`config.mk`:
```
export PLATFORM = sky130hd
export DESIGN_NAME = ts_channel_scheduler_flat
export DESIGN_NICKNAME = d
export VERILOG_FILES = /design/src/rtl/ts_pkg.sv /design/src/rtl/ts_channel_scheduler_if.sv /design/src/rtl/ts_rr_arbiter4.sv /design/src/rtl/ts_channel_scheduler.sv /design/src/flat_wrapper.sv
export SDC_FILE = /design/constraint.sdc
export NUM_CORES = 1
export LEC_CHECK = 0
export CELL_PAD_IN_SITES_DETAIL_PLACEMENT = 1
export CELL_PAD_IN_SITES_GLOBAL_PLACEMENT = 1
export CORE_ASPECT_RATIO = 0.6
export CORE_MARGIN = 8
export CORE_UTILIZATION = 34
export DETAILED_ROUTE_END_ITERATION = 16
export HOLD_SLACK_MARGIN = 0.02
export PLACE_DENSITY = 0.77
export SLEW_MARGIN = 20
export SYNTH_ARGS = -nofsm -noshare
export SYNTH_HDL_FRONTEND = slang
export SYNTH_SLANG_ARGS = --single-unit
export TNS_END_PERCENT = 50
```
`constraint.sdc`:
```
create_clock -name clk -period 2.5 [get_ports clk]
set_input_delay 0.375 -clock clk [delete_from_list [all_inputs] [get_ports clk]]
set_output_delay 0.375 -clock clk [all_outputs]
set_load 0.05 [all_outputs]
```
`src/rtl/ts_pkg.sv`:
```
// Shared types and constants for the TS channel scheduler and its channel mux.
package ts_pkg;

    localparam logic [7:0] TS_SYNC_BYTE = 8'h47;
    localparam int         TS_PKT_LEN   = 188;

    typedef enum logic [1:0] {
        IDLE = 2'd0,
        SEND = 2'd1,
        TAIL = 2'd2
    } sched_state_t;

    typedef logic [1:0] ch_sel_t;

    function automatic logic [3:0] ch_onehot(input ch_sel_t sel);
        logic [3:0] v;
        v      = 4'b0000;
        v[sel] = 1'b1;
        return v;
    endfunction

endpackage

```
`src/rtl/ts_channel_scheduler_if.sv`:
```
// Scheduler-side bundle: channel buffers and mux on one side, output FIFO on the other.
interface ts_channel_scheduler_if #(
    parameter int DATA_WIDTH = 8,
    parameter int SPACE_W    = 10
) ();
    import ts_pkg::*;

    logic [3:0]            ch_pkt_rdy;
    logic [3:0]            ch_rd_en;
    ch_sel_t               mux_ctrl;
    logic [DATA_WIDTH-1:0] mux_data;
    logic [SPACE_W-1:0]    fifo_space;
    logic                  fifo_wr_en;
    logic                  pkt_done;
    logic                  sync_err;

    modport master (
        input  ch_pkt_rdy, mux_data, fifo_space,
        output ch_rd_en, mux_ctrl, fifo_wr_en, pkt_done, sync_err
    );

    modport slave (
        output ch_pkt_rdy, mux_data, fifo_space,
        input  ch_rd_en, mux_ctrl, fifo_wr_en, pkt_done, sync_err
    );

endinterface

```
`src/rtl/ts_rr_arbiter4.sv`:
```
// Combinational 4-way round-robin arbiter: first requester after i_last_grant wins.
module ts_rr_arbiter4
    import ts_pkg::*;
(
    input  logic [3:0] i_req,
    input  ch_sel_t    i_last_grant,
    output ch_sel_t    o_grant,
    output logic       o_valid
);

    logic [7:0] w_req_dbl;
    logic [2:0] w_shamt;
    logic [3:0] w_rot;
    ch_sel_t    w_offset;

    // Rotate so that bit 0 is the channel right after the previous grant.
    assign w_req_dbl = {i_req, i_req};
    assign w_shamt   = {1'b0, i_last_grant} + 3'd1;
    assign w_rot     = 4'(w_req_dbl >> w_shamt);

    // Priority-encode the rotated request vector.
    always_comb begin
        w_offset = 2'd0;
        o_valid  = 1'b0;
        casez (w_rot)
            4'b???1: begin w_offset = 2'd0; o_valid = 1'b1; end
            4'b??10: begin w_offset = 2'd1; o_valid = 1'b1; end
            4'b?100: begin w_offset = 2'd2; o_valid = 1'b1; end
            4'b1000: begin w_offset = 2'd3; o_valid = 1'b1; end
            default: begin w_offset = 2'd0; o_valid = 1'b0; end
        endcase
    end

    assign o_grant = i_last_grant + 2'd1 + w_offset;

endmodule

```
`src/rtl/ts_channel_scheduler.sv`:
```
// Packet-level round-robin scheduler driving the 4:1 TS channel mux and output FIFO.
// Forwards whole packets only and flags packets whose first byte is not the sync byte.
module ts_channel_scheduler
    import ts_pkg::*;
#(
    parameter int DATA_WIDTH = 8,
    parameter int PKT_LEN    = TS_PKT_LEN,
    parameter int SPACE_W    = 10
) (
    input  logic                   clk,
    input  logic                   rst,
    ts_channel_scheduler_if.master io_bus
);

    localparam int                    CNT_W     = (PKT_LEN > 2) ? $clog2(PKT_LEN) : 1;
    localparam logic [CNT_W-1:0]      LAST_CNT  = CNT_W'(PKT_LEN - 1);
    localparam logic [SPACE_W-1:0]    PKT_SPACE = SPACE_W'(PKT_LEN);
    localparam logic [DATA_WIDTH-1:0] SYNC_WORD = DATA_WIDTH'(TS_SYNC_BYTE);

    sched_state_t     r_state;
    sched_state_t     w_state_nxt;
    logic [CNT_W-1:0] r_byte_cnt;
    logic [CNT_W-1:0] w_cnt_nxt;
    ch_sel_t          r_mux_ctrl;
    ch_sel_t          w_mux_nxt;
    ch_sel_t          r_last_grant;
    ch_sel_t          w_last_nxt;
    logic [3:0]       r_ch_rd_en;
    logic [3:0]       w_rd_en_nxt;
    logic             r_fifo_wr_en;
    logic             r_pkt_done;
    logic             w_done_nxt;
    logic             r_first_wr;
    logic             w_first_wr_nxt;
    logic             r_sync_err;
    logic             w_sync_bad;
    ch_sel_t          w_grant;
    logic             w_grant_vld;
    logic             w_space_ok;

    ts_rr_arbiter4 u_arb (
        .i_req        (io_bus.ch_pkt_rdy),
        .i_last_grant (r_last_grant),
        .o_grant      (w_grant),
        .o_valid      (w_grant_vld)
    );

    // The full packet's FIFO space is reserved at grant time, so SEND never stalls.
    assign w_space_ok = (io_bus.fifo_space >= PKT_SPACE);
    assign w_sync_bad = r_first_wr & r_fifo_wr_en & (io_bus.mux_data != SYNC_WORD);

    // Next-state and next-output logic for the packet FSM.
    always_comb begin
        w_state_nxt    = r_state;
        w_cnt_nxt      = r_byte_cnt;
        w_mux_nxt      = r_mux_ctrl;
        w_last_nxt     = r_last_grant;
        w_rd_en_nxt    = 4'b0000;
        w_done_nxt     = 1'b0;
        w_first_wr_nxt = 1'b0;
        case (r_state)
            IDLE: begin
                if (w_grant_vld && w_space_ok) begin
                    w_state_nxt = SEND;
                    w_cnt_nxt   = {CNT_W{1'b0}};
                    w_mux_nxt   = w_grant;
                    w_last_nxt  = w_grant;
                    w_rd_en_nxt = ch_onehot(w_grant);
                end else begin
                    w_state_nxt = IDLE;
                end
            end
            SEND: begin
                w_first_wr_nxt = (r_byte_cnt == {CNT_W{1'b0}});
                if (r_byte_cnt == LAST_CNT) begin
                    w_state_nxt = TAIL;
                    w_done_nxt  = 1'b1;
                end else begin
                    w_cnt_nxt   = r_byte_cnt + CNT_W'(1);
                    w_rd_en_nxt = ch_onehot(r_mux_ctrl);
                end
            end
            TAIL: begin
                w_state_nxt = IDLE;
            end
            default: begin
                w_state_nxt = IDLE;
            end
        endcase
    end

    // State register and registered outputs.
    always_ff @(posedge clk) begin
        if (rst) begin
            r_state      <= IDLE;
            r_byte_cnt   <= {CNT_W{1'b0}};
            r_mux_ctrl   <= 2'd0;
            r_last_grant <= 2'd3;
            r_ch_rd_en   <= 4'b0000;
            r_fifo_wr_en <= 1'b0;
            r_pkt_done   <= 1'b0;
            r_first_wr   <= 1'b0;
            r_sync_err   <= 1'b0;
        end else begin
            r_state      <= w_state_nxt;
            r_byte_cnt   <= w_cnt_nxt;
            r_mux_ctrl   <= w_mux_nxt;
            r_last_grant <= w_last_nxt;
            r_ch_rd_en   <= w_rd_en_nxt;
            r_fifo_wr_en <= |r_ch_rd_en;
            r_pkt_done   <= w_done_nxt;
            r_first_wr   <= w_first_wr_nxt;
            r_sync_err   <= w_sync_bad;
        end
    end

    assign io_bus.ch_rd_en   = r_ch_rd_en;
    assign io_bus.mux_ctrl   = r_mux_ctrl;
    assign io_bus.fifo_wr_en = r_fifo_wr_en;
    assign io_bus.pkt_done   = r_pkt_done;
    assign io_bus.sync_err   = r_sync_err;

endmodule
```
`src/flat_wrapper.sv`:
```
// flat-port wrapper written by rule: the top's interface ports become plain ports
module ts_channel_scheduler_flat import ts_pkg::*;
#(
    parameter int DATA_WIDTH = 8,
    parameter int PKT_LEN    = TS_PKT_LEN,
    parameter int SPACE_W    = 10
)
  (clk, rst, io_bus_ch_pkt_rdy, io_bus_mux_data, io_bus_fifo_space, io_bus_ch_rd_en, io_bus_mux_ctrl, io_bus_fifo_wr_en, io_bus_pkt_done, io_bus_sync_err);
  ts_channel_scheduler_if #(.DATA_WIDTH(DATA_WIDTH), .SPACE_W(SPACE_W)) io_bus_i ();
  input  logic clk;
  input  logic rst;
  input wire logic [$bits(io_bus_i.ch_pkt_rdy)-1:0] io_bus_ch_pkt_rdy;
  input wire logic [$bits(io_bus_i.mux_data)-1:0] io_bus_mux_data;
  input wire logic [$bits(io_bus_i.fifo_space)-1:0] io_bus_fifo_space;
  output wire logic [$bits(io_bus_i.ch_rd_en)-1:0] io_bus_ch_rd_en;
  output wire logic [$bits(io_bus_i.mux_ctrl)-1:0] io_bus_mux_ctrl;
  output wire logic [$bits(io_bus_i.fifo_wr_en)-1:0] io_bus_fifo_wr_en;
  output wire logic [$bits(io_bus_i.pkt_done)-1:0] io_bus_pkt_done;
  output wire logic [$bits(io_bus_i.sync_err)-1:0] io_bus_sync_err;
  assign io_bus_i.ch_pkt_rdy = io_bus_ch_pkt_rdy;
  assign io_bus_i.mux_data = io_bus_mux_data;
  assign io_bus_i.fifo_space = io_bus_fifo_space;
  assign io_bus_ch_rd_en = io_bus_i.ch_rd_en;
  assign io_bus_mux_ctrl = io_bus_i.mux_ctrl;
  assign io_bus_fifo_wr_en = io_bus_i.fifo_wr_en;
  assign io_bus_pkt_done = io_bus_i.pkt_done;
  assign io_bus_sync_err = io_bus_i.sync_err;
  ts_channel_scheduler #(.DATA_WIDTH(DATA_WIDTH), .PKT_LEN(PKT_LEN), .SPACE_W(SPACE_W)) u_core (.clk(clk), .rst(rst), .io_bus(io_bus_i));
endmodule
```
# Word-level counts from Yosys, hierarchy flattened
# Cells that the tools add are included.
word_totals:
  word_cells: 58
  regBits: 22
  inputBits: 24
  out_inout_bits: 9
classes:
  n_eq_ne: 9
  n_bitwise: 3
  n_shift: 1
  mux: 16
  n_reduce_logical: 11
  n_lt_le_gt_ge: 5
  addsub: 4
op_table:
  columns: ["op", "count"]
  rows:
  - ["$mux W8", 2]
  - ["$pmux W8 S2", 1]
  - ["$ge A10 B8 Y1 const B", 1]
  - ["$add A8 B1 Y8 const B", 1]
  - ["$eq A8 B8 Y1 const B", 1]
  - ["$logic_not A8 Y1", 1]
  - ["$mux W4", 2]
  - ["$ne A8 B7 Y1 const B", 1]
  - ["$pmux W4 S2", 1]
  - ["$reduce_or A4 Y1", 2]
  - ["$shr A8 B3 Y4", 1]
  - ["$lt A2 B3 Y1 const B", 2]
  - ["$pmux W2 S3", 1]
  - ["$mux W1", 5]
  - ["$demux W1 S2", 2]
  - ["$eq A4 B4 Y1 const B", 1]
  - ["$ge A2 B1 Y1 const B", 2]
  - ["$ne A2 B1 Y1 const B", 2]
  - ["$pmux W2 S2", 1]
  - ["$add A2 B1 Y3 const B", 1]
  - ["$eq A3 B3 Y1 const B", 1]
  - ["$logic_and A1 B1 Y1", 3]
  - ["$reduce_and A3 Y1", 1]
  - ["$add A2 B1 Y2 const B", 1]
  - ["other kinds (11)", 12]

# Longest topological paths before layout
# Gate-level depths: netlist (run 1).
logic_depth:
  ltp_word: 11
  ltp_mapped: 10
  depth_no_buf: 10

# Cells and area by module
# A second synthesis (run 1) with hierarchy kept.
hier_totals:
  hier_cells: 140
  hier_area_um2: 1226.2
modules_own_cells:
  columns: ["mod", "instances", "cells_per_inst", "area_per_inst_um2", "seq_area_each_um2"]
  rows:
  - ["ts_channel_scheduler", 1, 111, 1029.7, 440.4]
  - ["ts_rr_arbiter4", 1, 29, 196.4, 0.0]

# Worst setup path before layout (run 1)
# OpenSTA, ideal clock, no wires.
synth_timing:
  path_type: "flip-flop to flip-flop"
  from: "register u_core.r_last_grant[0]"
  to: "register u_core.r_last_grant[1]"
  n_path_buf: 1
  setup_ps: 120
  synth_period_minus_slack_ps: 2130
  required_ps: 2380
  stages_incl_launch_ff: 10
  arrival_ps: 2010
  setup_slack_ps: 370
  path_cell_list: "dfxtp_1 buf_6 or2_1 or2_2 a31oi_1 a211oi_1 ha_1 xnor2_1 xnor2_2 a211o_1"
synth_via:
  elab_chain_len: 7
  word_cells_on_any_way: 12
  classes_between: "add/sub (3); eq/ne (3); shift (1); mux (2); reduce/logical (3)"
synth_lines:
  columns: ["item", "line_no", "source"]
  rows:
  - ["start, declared", "ts_channel_scheduler.sv:26", "ch_sel_t r_last_grant;"]
  - ["start signal, assigned", "ts_channel_scheduler.sv:108", "r_last_grant <= w_last_nxt;"]
  - ["parallel branches: the longest is 7 deep, another holds $add A2 B1 Y3", null, null]
# Parallel ways; which one is timed is not known.
# A chain may end at the register's enable or synchronous reset.

# Final worst setup path (run 1)
layout_timing:
  from: "input io_bus_ch_pkt_rdy[3]"
  to: "register u_core.r_last_grant[1]"
layout_via:
  elab_chain_len: 6
  word_cells_on_any_way: 10
  classes_between: "add/sub (1); eq/ne (3); shift (1); mux (2); reduce/logical (3)"
layout_lines:
  columns: ["item", "line_no", "source"]
  rows:
  - ["start, declared", "flat_wrapper.sv:12", "input wire logic [$bits(io_bus_i.ch_pkt_rdy)-1:0] io_bus_ch_pkt_rdy;"]
  - ["$shr A8 B3 Y4 *", "ts_rr_arbiter4.sv:19", "assign w_rot = 4'(w_req_dbl >> w_shamt);"]
  - ["parallel branches: the longest is 5 deep, another holds $add A2 B2 Y2", null, null]
# Mark *: on every way between the ends.

==> impl_metrics.env, run 1 <==
export IMPL_status="complete, no violations"
export IMPL_leakage_nw=0.633
export IMPL_sw_frac_of_total_pct=33.5
export IMPL_async_reset_ff_share_pct=0
export IMPL_yosysSeqAreaShare_pct=38.6
export IMPL_seqPwrFrac_pct=36.1
export IMPL_cp_end_kind="register"
export IMPL_cts_setup_buffers=0
export IMPL_antenna_found_initial=0
export IMPL_die_width_um=90.8
export IMPL_synth_cells_most_frequent="dfxtp_1 (22), nor2_1 (18), nor3_1 (11)"
export IMPL_cts_tree="yes"
export IMPL_initial_core_util_pct=35.2
export IMPL_layout_drive_gt1_share_pct=13.0
export IMPL_ys_warn_count=0
export IMPL_die_y_um=60.9
export IMPL_wl_mm=3.63
export IMPL_met3_usage_pct=4.57
export IMPL_hold_path_startpoint="u_core.r_first_wr$_SDFF_PP0_"
export IMPL_fin_crit_sh_pct=96.0
export IMPL_htree_levels=1
export IMPL_vias_per_cell=5.35
export IMPL_maxCapViolCount=0
export IMPL_syn_avg_cell_area_sq_um=8.72
export IMPL_pwr_share_comb_pct=35.8
export IMPL_arrival_ns=2.57
export IMPL_timing_fmax_mhz=417
export IMPL_rsz0062_at_grt="no"
export IMPL_r2r_end="u_core.r_last_grant[1]$_SDFFE_PP1P_"
export IMPL_post_route_drc_count=0
export IMPL_ys_ff_latch=22
export IMPL_drt_iter0_markers=66
export IMPL_cts_hold_buf=0
export IMPL_clk_pin_slew_ns=0.08
export IMPL_synth_ff_type="dfxtp_1"
export IMPL_reg2reg_depth=9
export IMPL_num_nets_final=197
export IMPL_grt_use_met2_pct=22.1
export IMPL_grt_pass1_vias=1195
export IMPL_track_usage_pct=13.6
export IMPL_ff2ff_setup_slack_ns=0.21
export IMPL_finalMaxSlewViolations=0
export IMPL_critPathLaunchType="input port"
export IMPL_min_to="u_core.io_bus.sync_err$_SDFF_PP0_"
export IMPL_grt_max_degree=18
export IMPL_grt_overflow=0
export IMPL_port_buffers=30
export IMPL_p_sw_w=0.000398
export IMPL_hold_depth=2
export IMPL_synthTopCellsByArea="dfxtp_1 (39%), nor2_1 (5.9%), nor3_1 (4.8%)"
export IMPL_startpoint="io_bus_ch_pkt_rdy[3]"
export IMPL_total_power_w=0.00119
export IMPL_min_delay_path_class="reg2reg"
export IMPL_clock_path_buffers=2
export IMPL_path_class="in2reg"
export IMPL_post_route_min_period_ns=2.40
export IMPL_io_pins=33
export IMPL_final_antenna_net_count=0
export IMPL_synthToLayoutAreaGrowth_pct=40.9
export IMPL_cp_max_fo=5
export IMPL_place_congestion=0.882
export IMPL_synth_edf_count=0
export IMPL_internal_power_w=0.000789
export IMPL_synth_top_area_share_pct=38.6
export IMPL_power_density_nw_per_um2=738
export IMPL_syn_area_sq_um=1140
export IMPL_clock_latency_ns=0.27
export IMPL_syn_inst=131
export IMPL_grt_busiest_layer="met2"
export IMPL_rows=16
export IMPL_route_vias_total=1145
export IMPL_die_area_sq_um=5530
export IMPL_met1_usage_pct=16.7
export IMPL_wl_per_cell_um=17.0
export IMPL_r2r_start="u_core.r_last_grant[0]$_SDFFE_PP1P_"
export IMPL_cts_repair_resized=0
export IMPL_finalClockSkew_ns=0.00592
export IMPL_core_area_sq_um=3240
export IMPL_setup_viol=0
export IMPL_grt_pass1_wl_mm=5.99
export IMPL_worst_slew_pin_slew_ns=0.694
export IMPL_place_hpwl_mm=2.75
export IMPL_peakVddDrop_uv=308
export IMPL_ys_types=41
export IMPL_first_pass_iters=4
export IMPL_yosys_area_top_type="dfxtp_1"
export IMPL_hold_violations=0
export IMPL_clock_sinks=22
export IMPL_clockPowerShare_pct=28.1
export IMPL_synth_most_common_cell="dfxtp_1"
export IMPL_slew_headroom_pct=53.1
export IMPL_cts_root_buf="clkbuf_8"
export IMPL_fin_util_pct=49.6
export IMPL_required_ns=2.67
export IMPL_synth_fp_nets=158
export IMPL_numCtsBuffers=3
export IMPL_antenna_diode_count=0
## power by group through the flow
stage | Clock [W] | Sequential [W] | Combinational, W
3_3_place_gp | 0 | 0.000433 | 0.000409
2_1_floorplan | 0 | 0.000510 | 0.000181
6_report | 0.000334 | 0.000428 | 0.000425
3_5_place_dp | 0 | 0.000437 | 0.000422
4_1_cts | 0.000339 | 0.000428 | 0.000426
5_1_grt | 0.000352 | 0.000434 | 0.000452
## kinds of logic after synthesis
kind of cell / count (synthesis) / share of synthesized area, %
compound gates: 20 / 15.8
xor+xnor: 8 / 6.79
fa+ha+maj: 3 / 3.29
buf+inv: 11 / 4.49
flops: 22 / 38.6
mux: 1 / 0.876
simple gates: 66 / 30.2
## state kept, by name, summed over array words and instances, names as in the netlist
signal / count
u_core.r_byte_cnt: 8
u_core.r_state: 2
u_core.r_first_wr: 1
u_core.io_bus.sync_err: 1
u_core.io_bus.ch_rd_en: 4
u_core.r_last_grant: 2
u_core.io_bus.pkt_done: 1
u_core.io_bus.fifo_wr_en: 1
u_core.io_bus.mux_ctrl: 2
## layout make-up
cell class | count | area [sq um]
Sequential cell | 22 | 440
Clock inverter | 1 | 30.0
Clock buffer | 3 | 41.3
Inverter | 6 | 22.5
Tap cell | 45 | 56.3
Timing Repair Buffer | 39 | 368
Fill cell | 398 | 1630
Multi-Input combinational cell | 98 | 651
## metrics by stage
step / setup TNS, ns / std cells / instance area, sq um / hold slack (ns) / worst slack, ns
4_1_cts: 0 / 214 / 1610 / 0.443 / 0.0970
6_report: 0 / 214 / 1610 / 0.437 / 0.0996
3_3_place_gp: -0.461 / 210 / 1540 / 0.428 / -0.139
2_1_floorplan: 0 / 131 / 1140 / 0.417 / 0.370
5_1_grt: 0 / 214 / 1610 / 0.473 / 0.00709
3_5_place_dp: -0.806 / 210 / 1540 / 0.431 / -0.191
## how the worst max path moves through the flow
stage | slack (ns) | end
6_report | 0.1 | u_core.r_last_grant[1]$_SDFFE_PP1P_
5_1_grt | 0.007 | u_core.r_last_grant[1]$_SDFFE_PP1P_
4_1_cts | 0.1 | u_core.r_last_grant[1]$_SDFFE_PP1P_
3_5_place_dp | -0.19 | u_core.r_last_grant[1]$_SDFFE_PP1P_
3_3_place_gp | -0.14 | u_core.r_last_grant[1]$_SDFFE_PP1P_
2_1_floorplan | 0.37 | u_core.r_last_grant[1]$_SDFFE_PP1P_
## placed cells by master, fill, tap and decap left out, types with 2 or more instances in the layout
cell / n
or3_1: 2
or2_2: 3
a21oi_1: 3
a211oi_1: 2
nor4b_1: 2
nor3_1: 11
nand2_1: 7
nand3_1: 7
o32ai_1: 3
dfxtp_1: 22
nor4_1: 4
buf_4: 9
xor2_1: 3
nor2_1: 18
xnor2_1: 4
ha_1: 3
and3_1: 4
inv_1: 6
clkdlybuf4s50_1: 30
clkbuf_8: 3
a211o_1: 2
## routing by layer
layer  vias to the layer above  part of all wire [%]
met4                         0                   1.4
met1                       554                    49
met2                        36                    43
met5                         -                     0
met3                         5                   6.6
li1                        550                     -
## worst max-delay path, cell delays in order
cell and delay (ns):
clkdlybuf4s50_1 0.43, or2_1 0.23, or2_2 0.27, a31oi_1 0.19, a211oi_1 0.07, ha_1 0.23
xnor2_1 0.12, buf_4 0.15, xnor2_2 0.18, a211o_1 0.31
Power figures use the tool's default switching activity.
==> run 2, diff against run 1 <==
- CAP_MARGIN: unset -> 30
==> results of run 2 <==
Final layout, timing and power as in run 1 (identical DEF).
